**src/rtl/regbank_wr_arb.sv**
```systemverilog
// Write-port arbiter and clear sequencer in front of the 32 x 32 register bank.
// Optional feature macro: REGARB_R0_ZERO_EN (register 0 hardwired to zero).
module regbank_wr_arb #(
  parameter int unsigned NREQ = 4,
  parameter int unsigned DW   = 32,
  parameter int unsigned AW   = 5
) (
  input  logic               clk,
  input  logic               reset,
  input  logic [NREQ-1:0]    req_valid,
  input  logic [NREQ*AW-1:0] req_addr,
  input  logic [NREQ*DW-1:0] req_data,
  output logic [NREQ-1:0]    req_ready,
  input  logic               clear_start,
  output logic               clear_busy,
  output logic               rf_write,
  output logic [AW-1:0]      rf_dr,
  output logic [DW-1:0]      rf_wrData
);

  localparam int unsigned PW = (NREQ > 1) ? $clog2(NREQ) : 1;
  localparam logic [AW-1:0] CNT_LAST = '1;
`ifdef REGARB_R0_ZERO_EN
  localparam logic [AW-1:0] CNT_FIRST = AW'(1);
  localparam bit            R0_ZERO   = 1'b1;
`else
  localparam logic [AW-1:0] CNT_FIRST = AW'(0);
  localparam bit            R0_ZERO   = 1'b0;
`endif

  typedef enum logic {
    ARB   = 1'b0,
    CLEAR = 1'b1
  } state_e;

  state_e          state_q, state_d;
  logic [AW-1:0]   cnt_q, cnt_d;
  logic [PW-1:0]   ptr_q, ptr_d;
  logic            rf_write_q, rf_write_d;
  logic [AW-1:0]   rf_dr_q, rf_dr_d;
  logic [DW-1:0]   rf_wrdata_q, rf_wrdata_d;

  logic            gnt_found;
  logic [PW-1:0]   gnt_idx;
  logic [PW:0]     cand_sum;
  logic [AW-1:0]   gnt_addr;
  logic [DW-1:0]   gnt_data;

  // Round-robin search: first valid requester at or above ptr, wrapping.
  always_comb begin
    gnt_found = 1'b0;
    gnt_idx   = '0;
    cand_sum  = '0;
    for (int unsigned k = 0; k < NREQ; k++) begin
      cand_sum = {1'b0, ptr_q} + (PW+1)'(k);
      if (cand_sum >= (PW+1)'(NREQ)) begin
        cand_sum = cand_sum - (PW+1)'(NREQ);
      end
      if (!gnt_found && req_valid[cand_sum[PW-1:0]]) begin
        gnt_found = 1'b1;
        gnt_idx   = cand_sum[PW-1:0];
      end
    end
  end

  assign gnt_addr = req_addr[32'(gnt_idx)*AW +: AW];
  assign gnt_data = req_data[32'(gnt_idx)*DW +: DW];

  // Next-state, grant and output-stage load selection.
  always_comb begin
    state_d     = state_q;
    cnt_d       = cnt_q;
    ptr_d       = ptr_q;
    req_ready   = '0;
    rf_write_d  = 1'b0;
    rf_dr_d     = rf_dr_q;
    rf_wrdata_d = rf_wrdata_q;

    unique case (state_q)
      ARB: begin
        if (clear_start) begin
          state_d = CLEAR;
          cnt_d   = CNT_FIRST;
        end else if (gnt_found) begin
          req_ready[gnt_idx] = 1'b1;
          ptr_d = (gnt_idx == PW'(NREQ-1)) ? '0 : gnt_idx + PW'(1);
          if (!(R0_ZERO && (gnt_addr == '0))) begin
            rf_write_d  = 1'b1;
            rf_dr_d     = gnt_addr;
            rf_wrdata_d = gnt_data;
          end
        end
      end
      CLEAR: begin
        rf_write_d  = 1'b1;
        rf_dr_d     = cnt_q;
        rf_wrdata_d = '0;
        if (cnt_q == CNT_LAST) begin
          state_d = ARB;
        end else begin
          cnt_d = cnt_q + AW'(1);
        end
      end
      default: state_d = ARB;
    endcase

    // No grant may be seen during the reset cycle.
    if (reset) begin
      req_ready = '0;
    end
  end

  always_ff @(posedge clk) begin
    if (reset) begin
      state_q     <= ARB;
      cnt_q       <= '0;
      ptr_q       <= '0;
      rf_write_q  <= 1'b0;
      rf_dr_q     <= '0;
      rf_wrdata_q <= '0;
    end else begin
      state_q     <= state_d;
      cnt_q       <= cnt_d;
      ptr_q       <= ptr_d;
      rf_write_q  <= rf_write_d;
      rf_dr_q     <= rf_dr_d;
      rf_wrdata_q <= rf_wrdata_d;
    end
  end

  assign clear_busy = (state_q == CLEAR);
  assign rf_write   = rf_write_q;
  assign rf_dr      = rf_dr_q;
  assign rf_wrData  = rf_wrdata_q;

endmodule

```
**config.mk**
```make
export PLATFORM = sky130hd
export DESIGN_NAME = regbank_wr_arb
export DESIGN_NICKNAME = d
export VERILOG_FILES = /design/src/rtl/regbank_wr_arb.sv
export SDC_FILE = /design/constraint.sdc
export NUM_CORES = 1
export LEC_CHECK = 0
export CORE_ASPECT_RATIO = 1.5
export CORE_MARGIN = 1.5
export CORE_UTILIZATION = 34
export CTS_BUF_LIST = sky130_fd_sc_hd__clkbuf_8
export DETAILED_ROUTE_END_ITERATION = 16
export PLACE_DENSITY = 0.79
export RECOVER_POWER = 25
export SLEW_MARGIN = 20
export SYNTH_ARGS = -nofsm -noshare
export SYNTH_HDL_FRONTEND = slang
export SYNTH_SLANG_ARGS = --single-unit
```
**constraint.sdc**
```tcl
create_clock -name clk -period 3.35 [get_ports clk]
set_input_delay 1.005 -clock clk [delete_from_list [all_inputs] [get_ports clk]]
set_output_delay 1.005 -clock clk [all_outputs]
set_load 0.05 [all_outputs]
```
==> impl_metrics.ini, run 1 <==
[hold_path]
whs_endpoint = rf_wrData[29]
hold_path_depth = 1
hold_path_startpoint = rf_wrData[29]
min_path_type = register to register

[grt]
grt_first_pass_wirelength_um = 19400
globalRoute.totalOverflow = 0
initial_antenna_violation_count = 0
grt_start_max_net_pins = 65
via_count_of_the_first_global_routing_pass = 3887
groute.usage.overall = 0.262

[route]
route.detailed.drc = 0
wirelength_um = 12800
detailed_router_s_first_iteration_violation_count = 186
dr.pass1.iters = 4
drtAntennaViolNets = 0
post_drt_via_cell_ratio = 5.79
wl_per_cell_um = 18.9
via_count = 3901

[power_and_ir_drop]
share_comb_of_total_power = 0.464
power.switching_uw = 768
cellInternalPower_uw = 1390
share_of_power_burned_in_the_clock_network = 0.236
power.density_mw_per_mm2 = 396
vdd.ir_drop.worst_mv = 0.227
p_seq_frac = 0.300
total_leakage_power_uw = 0.00222
switching_share_of_total_power = 0.356

[floorplan]
floorplan.initialDensity = 0.347
fp.coreArea_mm2 = 0.00878
die_w_um = 80.3
chipHeight_um = 119
die_area_mm2 = 0.00955
top_level_ports = 198
rows = 42

[setup_path]
cp.arrival_ns = 2.38
regToRegStartpoint = ptr_q[1]
r2r_setup_slack_ns = 0.94
worstSetupPathType = input port to primary output
reg2reg_depth = 7
critical_path.max_fanout = 4
critPathLaunch = req_valid[2]
timing.critical_path.mode_cell = and2_4
crit_path_max_incr_delay_ns = 0.48
crit_path_start_kind = input port
capturing_point_of_the_worst_reg2reg_path = rf_wrData[30]
critPathCaptureType = primary output
slowest_stage = or4_4
critical_path_cell_by_cell = buf_6 -> nor2b_1 -> or4_4 -> and2_4 -> clkinv_4 -> ha_4 -> and2_4 -> buf_12
required_ns = 2.34

[clock_tree]
holdBufCountCts = 0
clock-root-buffer = clkbuf_8
clock_sinks = 46
insertion_delay_ns = 0.30
h_tree_levels = 2
cts_buffer_count = 5
cts_tree = yes
ctsLongestPathBuffers = 2
clk_pin_slew_worst_paths_ns = 0.09

[run_status]
status = finished, violations left
violated_checks = negative setup slack

[sta]
maxClockFrequency_ghz = 0.296
worst_max_slew_pin_slew_ns = 0.632
final_period_minus_worst_setup_slack_ns = 3.38
final-setup-viol-count = 1
post-route-worst-setup-slack_ns = -0.0322
rsz_0062_raised_after_global_routing = true
finalMaxSlewViolations = 0
hold_slack_ns = 0.485
clock_skew_ns = 0.00559
worst_slew_margin_rel = 0.579
finalHoldViolCount = 0
layout_worst_path_cycle_share = 1.01

[yosys]
synthesis.yosys.warnings = 0
netlist-cell-type-count = 38
netlist_instances = 366
synth.yosys.seq_area_share = 0.302
synth_area_per_cell_um2 = 8.32
post_synth_instance_area_mm2 = 0.00305
yosys_register_bits = 46
syn_nets = 524

[finish]
syn_to_final_growth_pct = 79.0
layout_utilization = 0.621
ratio_of_cells_with_drive_above_1_in_the_final_layout = 0.121
antennaDiodeCount = 0
nets = 721

[placed_design]
io_buffer_count = 197
place.gp.congestion = 0.857
dpl.hpwl_um = 9230

[flow_run]
drv.max_cap_violation_count = 0
==> cell usage after synthesis (all sizes together) <==
library cell | n | share of area
o221ai | 37 | 0.11
inv | 1 | 0.0012
or4 | 1 | 0.0025
a22oi | 2 | 0.0049
o211ai | 1 | 0.0025
nand3 | 37 | 0.061
a211oi | 1 | 0.0025
dfxtp | 46 | 0.30
clkbuf | 21 | 0.026
buf | 22 | 0.045
nor2b | 4 | 0.0082
o21ai | 3 | 0.0049
clkinv | 2 | 0.0029
and2 | 2 | 0.0041
o21ba | 1 | 0.0033
or2 | 1 | 0.0021
nand2b | 1 | 0.0021
and3 | 33 | 0.068
and4b | 1 | 0.0033
nor4 | 2 | 0.011
ha | 3 | 0.012
or4b | 1 | 0.0033
mux2i | 12 | 0.039
nor2 | 12 | 0.015
nor3 | 3 | 0.0049
a211o | 33 | 0.095
a21oi | 5 | 0.0082
a22o | 32 | 0.092
or3 | 1 | 0.0021
a21o | 5 | 0.012
nor3b | 1 | 0.0041
nand2 | 39 | 0.048
==> critical path, delay by kind of cell <==
kind	cells	cell delay, ns
and+or+nand+nor	4	0.96
adders and majority gates	1	0.11
buffers and inverters	3	0.29
==> through the flow <==
step	cell area, µm²	TNS (ns)	total power, µW	setup WS (ns)	cells
2_1_floorplan	3100	-0.210	1220	-0.0937	366
3_3_place_gp	5240	-2.96	1620	-0.596	660
3_5_place_dp	5240	-5.02	1640	-0.650	660
4_1_cts	5430	-0.0334	2170	-0.0334	671
5_1_grt	5450	-0.0850	2260	-0.0710	674
6_report	5450	-0.0322	2160	-0.0322	674
==> how the worst max path moves through the flow <==
stage / cells past startpoint / to / slack (ns)
after global routing: 8 / req_ready[3] / -0.07
after detailed placement: 8 / req_ready[3] / -0.65
after floorplan: 8 / req_ready[3] / -0.09
final: 8 / req_ready[3] / -0.03
after global placement: 8 / req_ready[3] / -0.60
after CTS: 8 / req_ready[3] / -0.03
==> sequential cells by signal, indices dropped and copies added, names as in the netlist <==
name,flops
clear_busy,1
cnt_q,5
rf_wrData,32
rf_write,1
ptr_q,2
rf_dr,5
==> placed cells by master, fill, tap and decap left out, drive strengths merged, types with 3 or more instances in the layout <==
cell / count
a211o: 33
a21oi: 5
nand3: 37
clkbuf: 7
nand2: 39
nor3: 3
a21o: 5
ha: 3
mux2i: 12
clkdlybuf4s50: 187
buf: 43
a22o: 32
nor2b: 4
and3: 33
dfxtp: 46
o221ai: 37
nor2: 12
o21ai: 3
==> layout make-up <==
| class | count | area (µm²) |
|---|---|---|
| sequential | 46 | 921 |
| tap | 110 | 138 |
| timing repair buffer | 233 | 2260 |
| clock buffer | 6 | 82.6 |
| fill | 748 | 3320 |
| multi-input combinational | 274 | 1970 |
| inverter | 3 | 16.3 |
| clock inverter | 2 | 60.1 |
==> kinds of logic (layout without fill, tap and decap cells) <==
logic type / Yosys count / in the layout / share of synthesized area
multiplexers: 12 / 12 / 0.0394
buffers and inverters: 46 / 244 / 0.0748
flip-flops: 46 / 46 / 0.302
AO/OA/AOI/OAI: 120 / 120 / 0.332
adder cells (fa/ha/maj): 3 / 3 / 0.0123
AND/OR/NAND/NOR: 139 / 139 / 0.239
==> power groups by stage <==
stage | sequential, µW | clock, µW | combinational [µW]
final | 648 | 511 | 1000
after global routing | 656 | 545 | 1060
after CTS | 648 | 524 | 1000
after detailed placement | 659 | 0 | 984
after global placement | 657 | 0 | 967
after floorplan | 854 | 0 | 366
==> layer usage <==
layer | track usage | vias to the layer above | routed length (µm)
met5 | 0 | - | 0
met4 | 0.107 | 0 | 468
met3 | 0.0475 | 36 | 794
met2 | 0.476 | 193 | 6800
met1 | 0.291 | 1855 | 4710
li1 | - | 1817 | -
==> timing repair <==
action,4_1_cts,5_1_grt
pin swaps,4,3
setup buffers,3,3
endpoints found under the setup margin,4,4
gates resized for setup,28,2
No activity file was read; power rests on OpenSTA's default activity.
==> run 2: changes to the inputs <==
--- a/config.mk
+++ b/config.mk
@@ -12,7 +12,7 @@
 export DETAILED_ROUTE_END_ITERATION = 16
 export PLACE_DENSITY = 0.79
 export RECOVER_POWER = 25
-export SLEW_MARGIN = 20
+export SKIP_CTS_REPAIR_TIMING = 1
 export SYNTH_ARGS = -nofsm -noshare
 export SYNTH_HDL_FRONTEND = slang
 export SYNTH_SLANG_ARGS = --single-unit
==> run 2 against run 1 <==
Against the previous run: global-route usage decreased by 0.23 points; critical path type unchanged; first-iteration DRC count increased by 10%; setup slack got worse by 0.0033 ns; register-to-register slack improved by 0.12 ns; non-clock buffer count decreased by 3; largest cell class unchanged; sequential cell count unchanged; sequential share of layout area increased by 0.051 points; power decreased by 0.17%; count of clock-buffer cells in the layout unchanged; the run still ends with negative setup slack left; fmax about the same; worst hold slack about the same; critical endpoint unchanged.
==> impl_metrics.ini, run 2 (same netlist as run 1, synthesis figures left out) <==
[sta]
final_period_minus_worst_setup_slack_ns = 3.39
hold_slack_ns = 0.485
rsz_0062_raised_after_global_routing = true
clock_skew_ns = 0.00541
maxClockFrequency_ghz = 0.295
layout_worst_path_cycle_share = 1.01
finalHoldViolCount = 0
post-route-worst-setup-slack_ns = -0.0354
worst_slew_margin_rel = 0.586
final-setup-viol-count = 1
finalMaxSlewViolations = 0
worst_max_slew_pin_slew_ns = 0.621

[clock_tree]
cts_tree = yes
clk_pin_slew_worst_paths_ns = 0.09
ctsLongestPathBuffers = 2
cts_buffer_count = 5
insertion_delay_ns = 0.30
h_tree_levels = 2
clock-root-buffer = clkbuf_8
clock_sinks = 46

[route]
route.detailed.drc = 0
drtAntennaViolNets = 0
dr.pass1.iters = 6
detailed_router_s_first_iteration_violation_count = 205
wirelength_um = 12800
post_drt_via_cell_ratio = 5.84
via_count = 3917
wl_per_cell_um = 19.0

[setup_path]
worstSetupPathDepth = 8
timing.critical_path.buf_inv = 3
reg2reg_depth = 6
slowest_stage = or4b_4
crit_path_start_kind = input port
critPathCaptureType = primary output
timing.critical_path.mode_cell = and2_4
crit_path_max_incr_delay_ns = 0.51
critical_path_cell_by_cell = buf_6 -> nor2b_4 -> or4b_4 -> and2_4 -> clkinv_4 -> ha_4 -> and2_4 -> buf_12
critical_path.max_fanout = 5
worstSetupPathType = input port to primary output
cp_top_family = simple AND/OR/NAND/NOR gates
cp.arrival_ns = 2.38
required_ns = 2.34

[placed_design]
dpl.hpwl_um = 9230
place.gp.congestion = 0.857
io_buffer_count = 197

[finish]
nets = 718
antennaDiodeCount = 0
leading_cell_types_in_the_layout_fill_and_taps_excluded = clkdlybuf4s50_1, dfxtp_1, nand2_1, nand3_1, o221ai_1
mostFrequentLayoutCell = clkdlybuf4s50_1
syn_to_final_growth_pct = 78.5
ratio_of_cells_with_drive_above_1_in_the_final_layout = 0.118
largest_register_ffs = 32

[power_and_ir_drop]
power.density_mw_per_mm2 = 397
vdd.ir_drop.worst_mv = 0.225
total_leakage_power_uw = 0.00221
finalPower_uw = 2160

[hold_path]
hold_path_depth = 1
min_path_type = register to register

[flow_run]
drv.max_cap_violation_count = 0

[floorplan]
die_area_mm2 = 0.00955
top_level_ports = 198
fp.coreArea_mm2 = 0.00878
chipHeight_um = 119
die_w_um = 80.3
rows = 42
floorplan.initialDensity = 0.347

[run_status]
violated_checks = negative setup slack
status = finished, violations left

[grt]
groute.usage.overall = 0.260
initial_antenna_violation_count = 0
globalRoute.totalOverflow = 0
via_count_of_the_first_global_routing_pass = 3869
grt_start_max_net_pins = 65
grt_first_pass_wirelength_um = 19300
==> run 2: changes by cell type in the layout (fill, tap and decap cells not counted), sizes merged <==
cell  previous run  this run
buf             43        40
==> run 2: routing by layer <==
metal / global-route usage / vias to the layer above / share of wire
met5: 0 / - / 0
li1: - / 1813 / -
met4: 0.0959 / 0 / 0.031
met1: 0.287 / 1878 / 0.37
met3: 0.0475 / 40 / 0.060
met2: 0.477 / 186 / 0.54
==> run 2: final timing paths <==
path,from,endpoint,slack [ns]
worst max register to register,ptr_q[1],rf_wrData[30],1.06
worst max-delay path,req_valid[0],req_ready[3],-0.04
worst min register to register,rf_wrData[22],rf_wrData[22],0.49
worst min-delay path,rf_wrData[22],rf_wrData[22],0.49
==> run 2: power breakdown <==
part	switching [µW]	leakage (µW)	internal, µW	total (µW)
registers	39.0	0.000378	609	648
logic	537	0.00176	460	997
clock network	193	0.0000714	318	512
==> run 2: layout make-up <==
| cell class | instances | area, µm² |
|---|---|---|
| Sequential cell | 46 | 921 |
| Inverter | 3 | 16.3 |
| Tap cell | 110 | 138 |
| Timing Repair Buffer | 230 | 2240 |
| Fill cell | 745 | 3340 |
| Multi-Input combinational cell | 274 | 1980 |
| Clock inverter | 2 | 60.1 |
| Clock buffer | 6 | 82.6 |
==> run 2: metrics by stage <==
stage	setup WS (ns)	utilization	setup TNS (ns)	area, µm²	std cells
detailed placement	-0.650	0.597	-5.02	5240	660
finish	-0.0354	0.619	-0.0354	5440	671
global placement	-0.596	0.597	-2.96	5240	660
global route	-0.0645	0.619	-0.0648	5440	671
floorplan	-0.0937	-	-0.210	3100	366
CTS	-0.651	0.613	-2.47	5380	668
